`src/rtl/imem_loader_pkg.sv`:
```
// imem_loader shared types and constants.
// State encoding, byte lanes, address helper.
package imem_loader_pkg;

  typedef enum logic [2:0] {
    S_IDLE,
    S_HDR0,
    S_HDR1,
    S_DATA,
    S_CHK,
    S_DONE
  } state_t;

  localparam int BYTE_W = 8;
  localparam int LANES = 4;
  localparam int LANE_W = 2;
  localparam logic [LANE_W-1:0] LAST_LANE = 2'd3;

  function automatic logic [31:0] word_addr(
    input logic [31:0] base,
    input logic [31:0] idx
  );
    return base + (idx << 2);
  endfunction

endpackage

```
`src/rtl/imem_loader_if.sv`:
```
// Byte stream valid/ready bundle.
// Master drives bytes, slave returns ready.
interface imem_loader_if;
  import imem_loader_pkg::*;

  logic              s_valid;
  logic [BYTE_W-1:0] s_data;
  logic              s_ready;

  modport master (
    output s_valid,
    output s_data,
    input  s_ready
  );

  modport slave (
    input  s_valid,
    input  s_data,
    output s_ready
  );

endinterface

```
`src/rtl/imem_loader_byte_packer.sv`:
```
// Little-endian byte-to-word assembler.
// Pulses word_valid with the 4th byte of each word.
module imem_loader_byte_packer
  import imem_loader_pkg::*;
(
  input  logic              clk,
  input  logic              rst_n,
  input  logic              i_clr,
  input  logic              i_en,
  input  logic [BYTE_W-1:0] i_byte,
  output logic              o_word_valid,
  output logic [31:0]       o_word
);

  logic [LANE_W-1:0] r_lane;
  logic [23:0]       r_sh;

  always_ff @(posedge clk) begin
    if (!rst_n) begin
      r_lane <= '0;
      r_sh   <= '0;
    end else if (i_clr) begin
      r_lane <= '0;
      r_sh   <= '0;
    end else if (i_en) begin
      r_lane <= r_lane + 1'b1;
      r_sh   <= {i_byte, r_sh[23:8]};
    end
  end

  // Bytes arrive low lane first, so the newest byte is the top lane.
  assign o_word_valid = i_en && (r_lane == LAST_LANE);
  assign o_word       = {i_byte, r_sh};

endmodule

```
`src/rtl/imem_loader.sv`:
```
// IMEM writer: header, packed words, XOR checksum.
// Holds the core in reset until a good load lands.
module imem_loader
  import imem_loader_pkg::*;
#(
  parameter int          DEPTH     = 64,
  parameter logic [31:0] BASE_ADDR = 32'h0,
  parameter int          CNT_W     = 16
) (
  input  logic             clk,
  input  logic             rst_n,
  input  logic             i_start,
  imem_loader_if.slave     s,
  output logic             o_we,
  output logic [31:0]      o_wa,
  output logic [31:0]      o_wd,
  output logic             o_busy,
  output logic             o_done,
  output logic             o_err,
  output logic [CNT_W-1:0] o_word_cnt,
  output logic             o_cpu_rst_n
);

  state_t r_state;
  state_t w_next;

  logic [BYTE_W-1:0] r_lo;
  logic [CNT_W-1:0]  r_n;
  logic [CNT_W-1:0]  r_cnt;
  logic [BYTE_W-1:0] r_csum;
  logic              r_we;
  logic [31:0]       r_wa;
  logic [31:0]       r_wd;
  logic              r_done;
  logic              r_err;
  logic              r_cpu_rst_n;

  logic              w_busy;
  logic              w_acc;
  logic              w_start_ok;
  logic [CNT_W-1:0]  w_n;
  logic              w_over;
  logic              w_wv;
  logic [31:0]       w_word;
  logic              w_last;
  logic              w_csum_ok;
  logic              w_pk_en;

  assign w_busy = (r_state == S_HDR0) ||
                  (r_state == S_HDR1) ||
                  (r_state == S_DATA) ||
                  (r_state == S_CHK);
  assign w_acc = s.s_valid && w_busy;
  assign w_start_ok = i_start &&
    ((r_state == S_IDLE) || (r_state == S_DONE));
  assign w_n = CNT_W'({s.s_data, r_lo});
  assign w_over = w_n > CNT_W'(DEPTH);
  assign w_pk_en = w_acc && (r_state == S_DATA);
  assign w_last = w_wv &&
    ((r_cnt + CNT_W'(1)) == r_n);
  assign w_csum_ok = (s.s_data == r_csum);

  imem_loader_byte_packer u_pack (
    .clk          (clk),
    .rst_n        (rst_n),
    .i_clr        (w_start_ok),
    .i_en         (w_pk_en),
    .i_byte       (s.s_data),
    .o_word_valid (w_wv),
    .o_word       (w_word)
  );

  always_ff @(posedge clk) begin
    if (!rst_n) r_state <= S_IDLE;
    else        r_state <= w_next;
  end

  always_comb begin
    w_next = r_state;
    unique case (r_state)
      S_IDLE, S_DONE: begin
        if (i_start) w_next = S_HDR0;
      end
      S_HDR0: begin
        if (w_acc) w_next = S_HDR1;
      end
      S_HDR1: begin
        if (w_acc) begin
          if (w_over)          w_next = S_IDLE;
          else if (w_n == '0)  w_next = S_CHK;
          else                 w_next = S_DATA;
        end
      end
      S_DATA: begin
        if (w_last) w_next = S_CHK;
      end
      S_CHK: begin
        if (w_acc) begin
          w_next = w_csum_ok ? S_DONE : S_IDLE;
        end
      end
      default: w_next = S_IDLE;
    endcase
  end

  always_ff @(posedge clk) begin
    if (!rst_n) begin
      r_lo        <= '0;
      r_n         <= '0;
      r_cnt       <= '0;
      r_csum      <= '0;
      r_we        <= 1'b0;
      r_wa        <= '0;
      r_wd        <= '0;
      r_done      <= 1'b0;
      r_err       <= 1'b0;
      r_cpu_rst_n <= 1'b0;
    end else begin
      r_we <= 1'b0;
      if (w_start_ok) begin
        r_done      <= 1'b0;
        r_err       <= 1'b0;
        r_cnt       <= '0;
        r_csum      <= '0;
        r_cpu_rst_n <= 1'b0;
      end
      if (w_acc && r_state == S_HDR0) begin
        r_lo <= s.s_data;
      end
      if (w_acc && r_state == S_HDR1) begin
        r_n <= w_n;
        if (w_over) r_err <= 1'b1;
      end
      if (w_pk_en) begin
        r_csum <= r_csum ^ s.s_data;
        if (w_wv) begin
          r_we  <= 1'b1;
          r_wa  <= word_addr(BASE_ADDR, 32'(r_cnt));
          r_wd  <= w_word;
          r_cnt <= r_cnt + CNT_W'(1);
        end
      end
      if (w_acc && r_state == S_CHK) begin
        if (w_csum_ok) begin
          r_done      <= 1'b1;
          r_cpu_rst_n <= 1'b1;
        end else begin
          r_err <= 1'b1;
        end
      end
    end
  end

  assign s.s_ready   = w_busy;
  assign o_busy      = w_busy;
  assign o_we        = r_we;
  assign o_wa        = r_wa;
  assign o_wd        = r_wd;
  assign o_done      = r_done;
  assign o_err       = r_err;
  assign o_word_cnt  = r_cnt;
  assign o_cpu_rst_n = r_cpu_rst_n;

endmodule

```
`src/flat_wrapper.sv`:
```
// flat-port wrapper written by rule: the top's interface ports become plain ports
module imem_loader_flat import imem_loader_pkg::*;
#(
  parameter int          DEPTH     = 64,
  parameter logic [31:0] BASE_ADDR = 32'h0,
  parameter int          CNT_W     = 16
)
  (clk, rst_n, i_start, o_we, o_wa, o_wd, o_busy, o_done, o_err, o_word_cnt, o_cpu_rst_n, s_s_valid, s_s_data, s_s_ready);
  imem_loader_if s_i ();
  input  logic clk;
  input  logic rst_n;
  input  logic i_start;
  output logic o_we;
  output logic [31:0] o_wa;
  output logic [31:0] o_wd;
  output logic o_busy;
  output logic o_done;
  output logic o_err;
  output logic [CNT_W-1:0] o_word_cnt;
  output logic o_cpu_rst_n;
  input wire logic [$bits(s_i.s_valid)-1:0] s_s_valid;
  input wire logic [$bits(s_i.s_data)-1:0] s_s_data;
  output wire logic [$bits(s_i.s_ready)-1:0] s_s_ready;
  assign s_i.s_valid = s_s_valid;
  assign s_i.s_data = s_s_data;
  assign s_s_ready = s_i.s_ready;
  imem_loader #(.DEPTH(DEPTH), .BASE_ADDR(BASE_ADDR), .CNT_W(CNT_W)) u_core (.clk(clk), .rst_n(rst_n), .i_start(i_start), .s(s_i), .o_we(o_we), .o_wa(o_wa), .o_wd(o_wd), .o_busy(o_busy), .o_done(o_done), .o_err(o_err), .o_word_cnt(o_word_cnt), .o_cpu_rst_n(o_cpu_rst_n));
endmodule
```
`config.mk`:
```
export PLATFORM = sky130hd
export DESIGN_NAME = imem_loader_flat
export DESIGN_NICKNAME = d
export VERILOG_FILES = /design/src/rtl/imem_loader_pkg.sv /design/src/rtl/imem_loader_if.sv /design/src/rtl/imem_loader_byte_packer.sv /design/src/rtl/imem_loader.sv /design/src/flat_wrapper.sv
export SDC_FILE = /design/constraint.sdc
export NUM_CORES = 1
export LEC_CHECK = 0
export ABC_CLOCK_PERIOD_IN_PS = 2300
export BUFFER_PORTS_ARGS = -buffer_cell sky130_fd_sc_hd__buf_2
export CORE_MARGIN = 1
export CORE_UTILIZATION = 28
export DETAILED_ROUTE_END_ITERATION = 8
export SYNTH_ARGS = -nofsm -noshare
export SYNTH_HDL_FRONTEND = slang
export SYNTH_SLANG_ARGS = --single-unit
```
`constraint.sdc`:
```
create_clock -name clk -period 2.3 [get_ports clk]
set_input_delay 0.345 -clock clk [delete_from_list [all_inputs] [get_ports clk]]
set_output_delay 0.345 -clock clk [all_outputs]
set_load 0.05 [all_outputs]
```
==> flow_summary.toml, run 1 <==
[sta]
skew_ns = 0.00982
post-route-period-util_pct = 94.5
slew_headroom_pct = 54.6
finalCriticalPeriod_ns = 2.17
max_freq_mhz = 460
setup_ws_ns = 0.126
worstMarginPinSlew_ns = 0.672
whs_ns = 0.275
final-setup-viol-count = 0
slew_violations = 0
hold_viol = 0

[placed_design]
gp_congestion = 0.845
portBuffers = 81
dp_hpwl_um = 10200
dpl-instance-area_um2 = 6590
post-place-ws_ns = 0.0716

[critical_path]
worstPathArrival_ns = 2.53
cpPeakStageDelay_ns = 0.39
critical_path.top_delay_family = "simple AND/OR/NAND/NOR gates"
crit_slowest_cell = "dfxtp_4"
crit_buf_inv = 0
rr_startpoint = "u_core.o_word_cnt[1]"
critical_path_class = "reg2reg"
r2r-end = "u_core.r_state[2]"
worstPathCellList = "ha_4 -> nand4_1 -> nor3_1 -> xnor2_1 -> a31oi_1 -> nand4_1 -> nor4_4 -> o221a_1"
worstPathRequired_ns = 2.66
path_max_fanout = 6
critPathCaptureType = "flop"
reg2reg_slack_ns = 0.13
startpoint_type = "flop"
reg2regPathDepth = 8
path_common_cell = "nand4_1"

[cells_and_area]
fin_nets = 820
drive_above_1_share_pct = 19.9
fillers = 2148
final_area_um2 = 7230
antenna-diode-count = 0
utilization_pct = 35.4
area_delta_synth_final_pct = 22.9

[synth]
muxShareOfSynthArea_pct = 2.06
yosysTopAreaCell = "dfxtp_1"
avgSynthCellArea_um2 = 7.94
yosys_warnings = 0
synth_fa_ha_area_share_pct = 0.425
synth_edf_count = 0
synth_compound_area_share_pct = 17.4
ys_top_cells_by_area = "dfxtp_1 44%, nand2_1 13%, a21boi_0 8.5%"
synth-simple-area-share_pct = 25.0
ys_seq_area_share_pct = 43.9
ys.flop_type = "dfxtp_1"
synthCells = 741
synth_xor_area_share_pct = 4.46
netlist.area_leader.share_pct = 43.9
netlist_area_um2 = 5890
async_flop_share_pct = 0
synth_top_family_by_area = "simple AND/OR/NAND/NOR gates"
synth_seq_cells = 129
ys_types = 49

[drt]
routed-via-count = 4997
wl_um = 15100
dr.pass1.iters = 4
drtIter0Drc = 306
antenna_left = 0
wl_per_cell_um = 13.8
viasPerCell = 4.59
drc = 0

[worst_hold_path]
min-delay-path-class = "in2reg"
min_from = "s_s_data[5]"
hold_depth = 3
hold_end = "u_core.o_wd[29]"

[die]
ios = 98
num_rows = 52
die_w_um = 147
core_um2 = 20400
die-height_um = 147
start_util_pct = 28.8
die_area_um2 = 21600

[power_and_ir_drop]
p_leak_nw = 2.69
p_per_area_nw_per_um2 = 822
peakVddDrop_v = 0.000613

[run_status]
outcome = "finished, final reports clean"

[global_routing]
antenna_found_initial = 0
overflow = 0
grt_util_all_layers_pct = 14.4
grtUsageMet3_pct = 3.51
grt_pass1_wl_um = 24400
top_usage_layer = "met2"
grtUsageMet1_pct = 19.4
grt_pass1_vias = 4660
grt_max_degree = 69
grt_util_met2_pct = 22.3

[clock_network]
clock_path_buffers = 2
cts_root_buf = "clkbuf_16"
cts-htree-levels = 4
cts.clk_slew.worst_paths_ns = 0.06
clk-insertion-delay-late_ns = 0.42
numCtsBuffers = 17
clock-sinks = 129
cts_tree = "yes"

[run]
cap_violations = 0
-- layer usage --
layer / vias to the layer above / wire length [um]
met5: - / 0
met1: 2306 / 7560
met3: 15 / 663
met4: 0 / 201
li1: 2569 / -
met2: 107 / 6650
-- repair_timing --
action / in CTS / in global routing
setup endpoints to repair: 0 / 3
hold buffers: 0 / 0
setup buffers: 0 / 2
gates resized for setup: 0 / 5
-- placed cells by master, fill, tap and decap left out, types with 11 or more instances in the layout --
| cell type | netlist | routed |
|---|---|---|
| a21boi_0 | 67 | 67 |
| buf_4 | 19 | 24 |
| nor2_1 | 24 | 24 |
| o21ai_0 | 35 | 34 |
| buf_2 | 5 | 81 |
| mux2i_1 | 11 | 11 |
| nand2_1 | 206 | 205 |
| a21oi_1 | 34 | 34 |
| clkbuf_16 | 0 | 17 |
| conb_1 | 1 | 16 |
| and2_1 | 15 | 14 |
| nand3_1 | 13 | 13 |
| nor2b_1 | 17 | 17 |
| xnor2_1 | 25 | 25 |
| dfxtp_1 | 129 | 119 |
-- cells by family (layout without fill, tap and decap cells) --
| group | count (synthesis) | in the layout |
|---|---|---|
| AND/OR/NAND/NOR | 324 | 324 |
| adder cells (fa/ha/maj) | 2 | 2 |
| multiplexers | 12 | 12 |
| buffers and inverters | 84 | 147 |
| AO/OA/AOI/OAI | 159 | 159 |
| flip-flops | 129 | 129 |
| XOR/XNOR | 30 | 30 |
| other | 1 | 16 |
-- worst max path at each step --
stage               slack, ns  depth (start not counted)             startpoint           endpoint
global placement         0.09                          8   u_core.o_word_cnt[0]  u_core.r_state[2]
CTS                      0.06                          8   u_core.o_word_cnt[0]  u_core.r_state[2]
finish                   0.13                          8   u_core.o_word_cnt[1]  u_core.r_state[2]
floorplan                0.01                          7  u_core.o_word_cnt[13]  u_core.r_state[2]
detailed placement       0.07                          8   u_core.o_word_cnt[0]  u_core.r_state[2]
global route           -0.009                          8   u_core.o_word_cnt[0]  u_core.r_state[2]
-- cell usage after synthesis, types with 13 or more instances --
cell type	number
a21boi_0	67
a21oi_1	34
and2_1	15
buf_4	19
clkbuf_1	45
dfxtp_1	129
nand2_1	206
nand3_1	13
nor2_1	24
nor2b_1	17
o21ai_0	35
xnor2_1	25
-- per-stage QoR --
step                std cells  power, mW  TNS [ns]
floorplan                 756       3.07         0
global placement         1055       3.25         0
detailed placement       1055       3.25         0
global route             1089       6.18  -0.00851
finish                   1089       5.95         0
CTS                      1087       6.01         0
-- sequential cells by signal, summed over array words and instances, names as in the netlist --
register,flops
u_core.o_wd,32
u_core.u_pack.r_sh,24
u_core.o_wa,16
u_core.o_word_cnt,16
u_core.r_n,16
u_core.r_csum,8
u_core.r_lo,8
u_core.r_state,3
u_core.u_pack.r_lane,2
u_core.o_cpu_rst_n,1
u_core.o_done,1
u_core.o_err,1
u_core.o_we,1
-- power by group --
part | total [mW] | switching, mW | internal [mW]
registers | 2.33 | 0.0411 | 2.29
logic | 0.879 | 0.606 | 0.273
clock network | 2.74 | 1.03 | 1.72
-- layout make-up --
class	instances	area (um2)	share of cell area (%)
multi-input combinational	543	3000	41.5
sequential	129	2600	35.9
timing repair buffer	109	666	9.20
clock buffer	21	480	6.64
tap	270	338	4.67
clock inverter	11	125	1.73
inverter	6	22.5	0.311
-- worst min-delay path: stages --
cell and delay, ns:
buf_2 0.16, nand2_1 0.07, a21boi_0 0.06
(Power assumes the default switching activity.)
==> run 2: changes to the inputs <==
- RECOVER_POWER: not set -> 100
==> run 2 against run 1 <==
  * Critical path depth shrank 1
  * Critical endpoint unchanged
  * Largest cell class unchanged
  * Via count shrank 0.86%
  * Clock skew grew 0.0059 ns
  * Sequential share of layout area grew 0.33 points
  * First-iteration DRC count grew 16%
  * Non-clock buffer count is the same
  * Wire length shrank 0.19%
  * Maximum frequency grew 0.23%
  * Hold slack gained 0.0033 ns
  * Flip-flop and latch count is the same
==> flow_summary.toml, run 2 (synthesized netlist as in run 1, its figures left out) <==
[clock_network]
clock-sinks = 129
cts.clk_slew.worst_paths_ns = 0.06
cts_root_buf = "clkbuf_16"
cts-htree-levels = 4
numCtsBuffers = 17
clk-insertion-delay-late_ns = 0.42
cts_tree = "yes"
clock_path_buffers = 2

[critical_path]
startpoint_type = "flop"
critical_path_class = "reg2reg"
crit_slowest_cell = "dfxtp_2"
critPathCaptureType = "flop"
critical_path.top_delay_family = "simple AND/OR/NAND/NOR gates"
crit_buf_inv = 1
worstPathCellList = "nand4_2 -> nor4_2 -> buf_4 -> xnor2_1 -> o22ai_1 -> nor4_4 -> o221a_1"
worstPathArrival_ns = 2.52
cpPeakStageDelay_ns = 0.43
path_max_fanout = 11
worstPathRequired_ns = 2.66

[cells_and_area]
area_delta_synth_final_pct = 21.8
fin_nets = 820
utilization_pct = 35.1
antenna-diode-count = 0
mostFrequentLayoutCell = "nand2_1"
layout_common_cells = "205 x nand2_1, 119 x dfxtp_1, 67 x a21boi_0"
drive_above_1_share_pct = 13.6
largest_reg_flops = 32

[drt]
dr.pass1.iters = 4
drc = 0
drtIter0Drc = 356
antenna_left = 0
viasPerCell = 4.55
wl_um = 15000
routed-via-count = 4954
wl_per_cell_um = 13.8

[sta]
slew_violations = 0
finalCriticalPeriod_ns = 2.17
post-route-period-util_pct = 94.3
final-setup-viol-count = 0
slew_headroom_pct = 54.6
hold_viol = 0
skew_ns = 0.0157
worstMarginPinSlew_ns = 0.672
max_freq_mhz = 461

[power_and_ir_drop]
power_mw = 5.94
p_per_area_nw_per_um2 = 829
peakVddDrop_v = 0.000606
p_leak_nw = 2.46

[global_routing]
grt_util_all_layers_pct = 14.4
grt_pass1_vias = 4660
overflow = 0
grt_pass1_wl_um = 24400
grt_max_degree = 69
antenna_found_initial = 0

[run]
cap_violations = 0

[placed_design]
dp_hpwl_um = 10200
portBuffers = 81
gp_congestion = 0.845

[die]
num_rows = 52
die_area_um2 = 21600
start_util_pct = 28.8
die-height_um = 147
core_um2 = 20400
die_w_um = 147
ios = 98

[run_status]
outcome = "finished, final reports clean"

[worst_hold_path]
min-delay-path-class = "in2reg"
-- run 2: changes by cell type in the layout (fill, tap and decap cells not counted), sizes merged --
cell / previous run / this run
clkbuf: 21 / 73
buf: 109 / 57
-- run 2: path summary, 6_finish.rpt --
kind / from / to / slack (ns) / cells past startpoint
min: s_s_data[5] / u_core.o_wd[29] / 0.28 / 3
max: u_core.o_word_cnt[2] / u_core.r_state[2] / 0.13 / 7
min reg2reg: u_core.o_wa[5] / u_core.o_wa[5] / 0.46 / 2
max reg2reg: u_core.o_word_cnt[2] / u_core.r_state[2] / 0.13 / 7
-- run 2: area by class of cell --
class	count	area [um2]
fill	2168	13300
multi-input combinational	543	3000
sequential	129	2600
timing repair buffer	109	601
clock buffer	21	480
tap	270	338
clock inverter	11	125
inverter	6	22.5
-- run 2: where the power goes --
group	switching, mW	internal, mW
Clock	1.02	1.72
Sequential	0.0414	2.29
Combinational	0.607	0.272
-- run 2: stage by stage --
step / std cells / area (um2) / setup slack (ns) / TNS, ns / hold slack (ns)
5_1_grt: 1089 / 7170 / -0.00851 / -0.00851 / 0.299
3_3_place_gp: 1055 / 6590 / 0.0872 / 0 / 0.444
2_1_floorplan: 756 / 5970 / 0.0139 / 0 / 0.437
3_5_place_dp: 1055 / 6590 / 0.0716 / 0 / 0.451
4_1_cts: 1087 / 7190 / 0.0559 / 0 / 0.261
6_report: 1089 / 7170 / 0.131 / 0 / 0.278
-- run 2: worst reg2reg max path, cell delays in order (launching register included) --
cell,delay (ns)
dfxtp_2,0.43
nand4_2,0.25
nor4_2,0.39
buf_4,0.19
xnor2_1,0.11
o22ai_1,0.14
nor4_4,0.38
o221a_1,0.23
-- run 2: timing repair --
action	4_1_cts	5_1_grt
hold buffers	0	0
buffers inserted	0	2
endpoints found under the setup margin	0	3
gates resized for setup	0	5
-- run 2: per-layer routing --
metal | share of wire, % | vias to the layer above | global-route usage, % | routed length [um]
met5 | 0 | - | 0 | 0
met4 | 0.93 | 0 | 5.31 | 140
met3 | 4.1 | 9 | 3.51 | 612
met2 | 45 | 92 | 22.3 | 6710
met1 | 50 | 2287 | 19.4 | 7590
li1 | - | 2566 | - | -
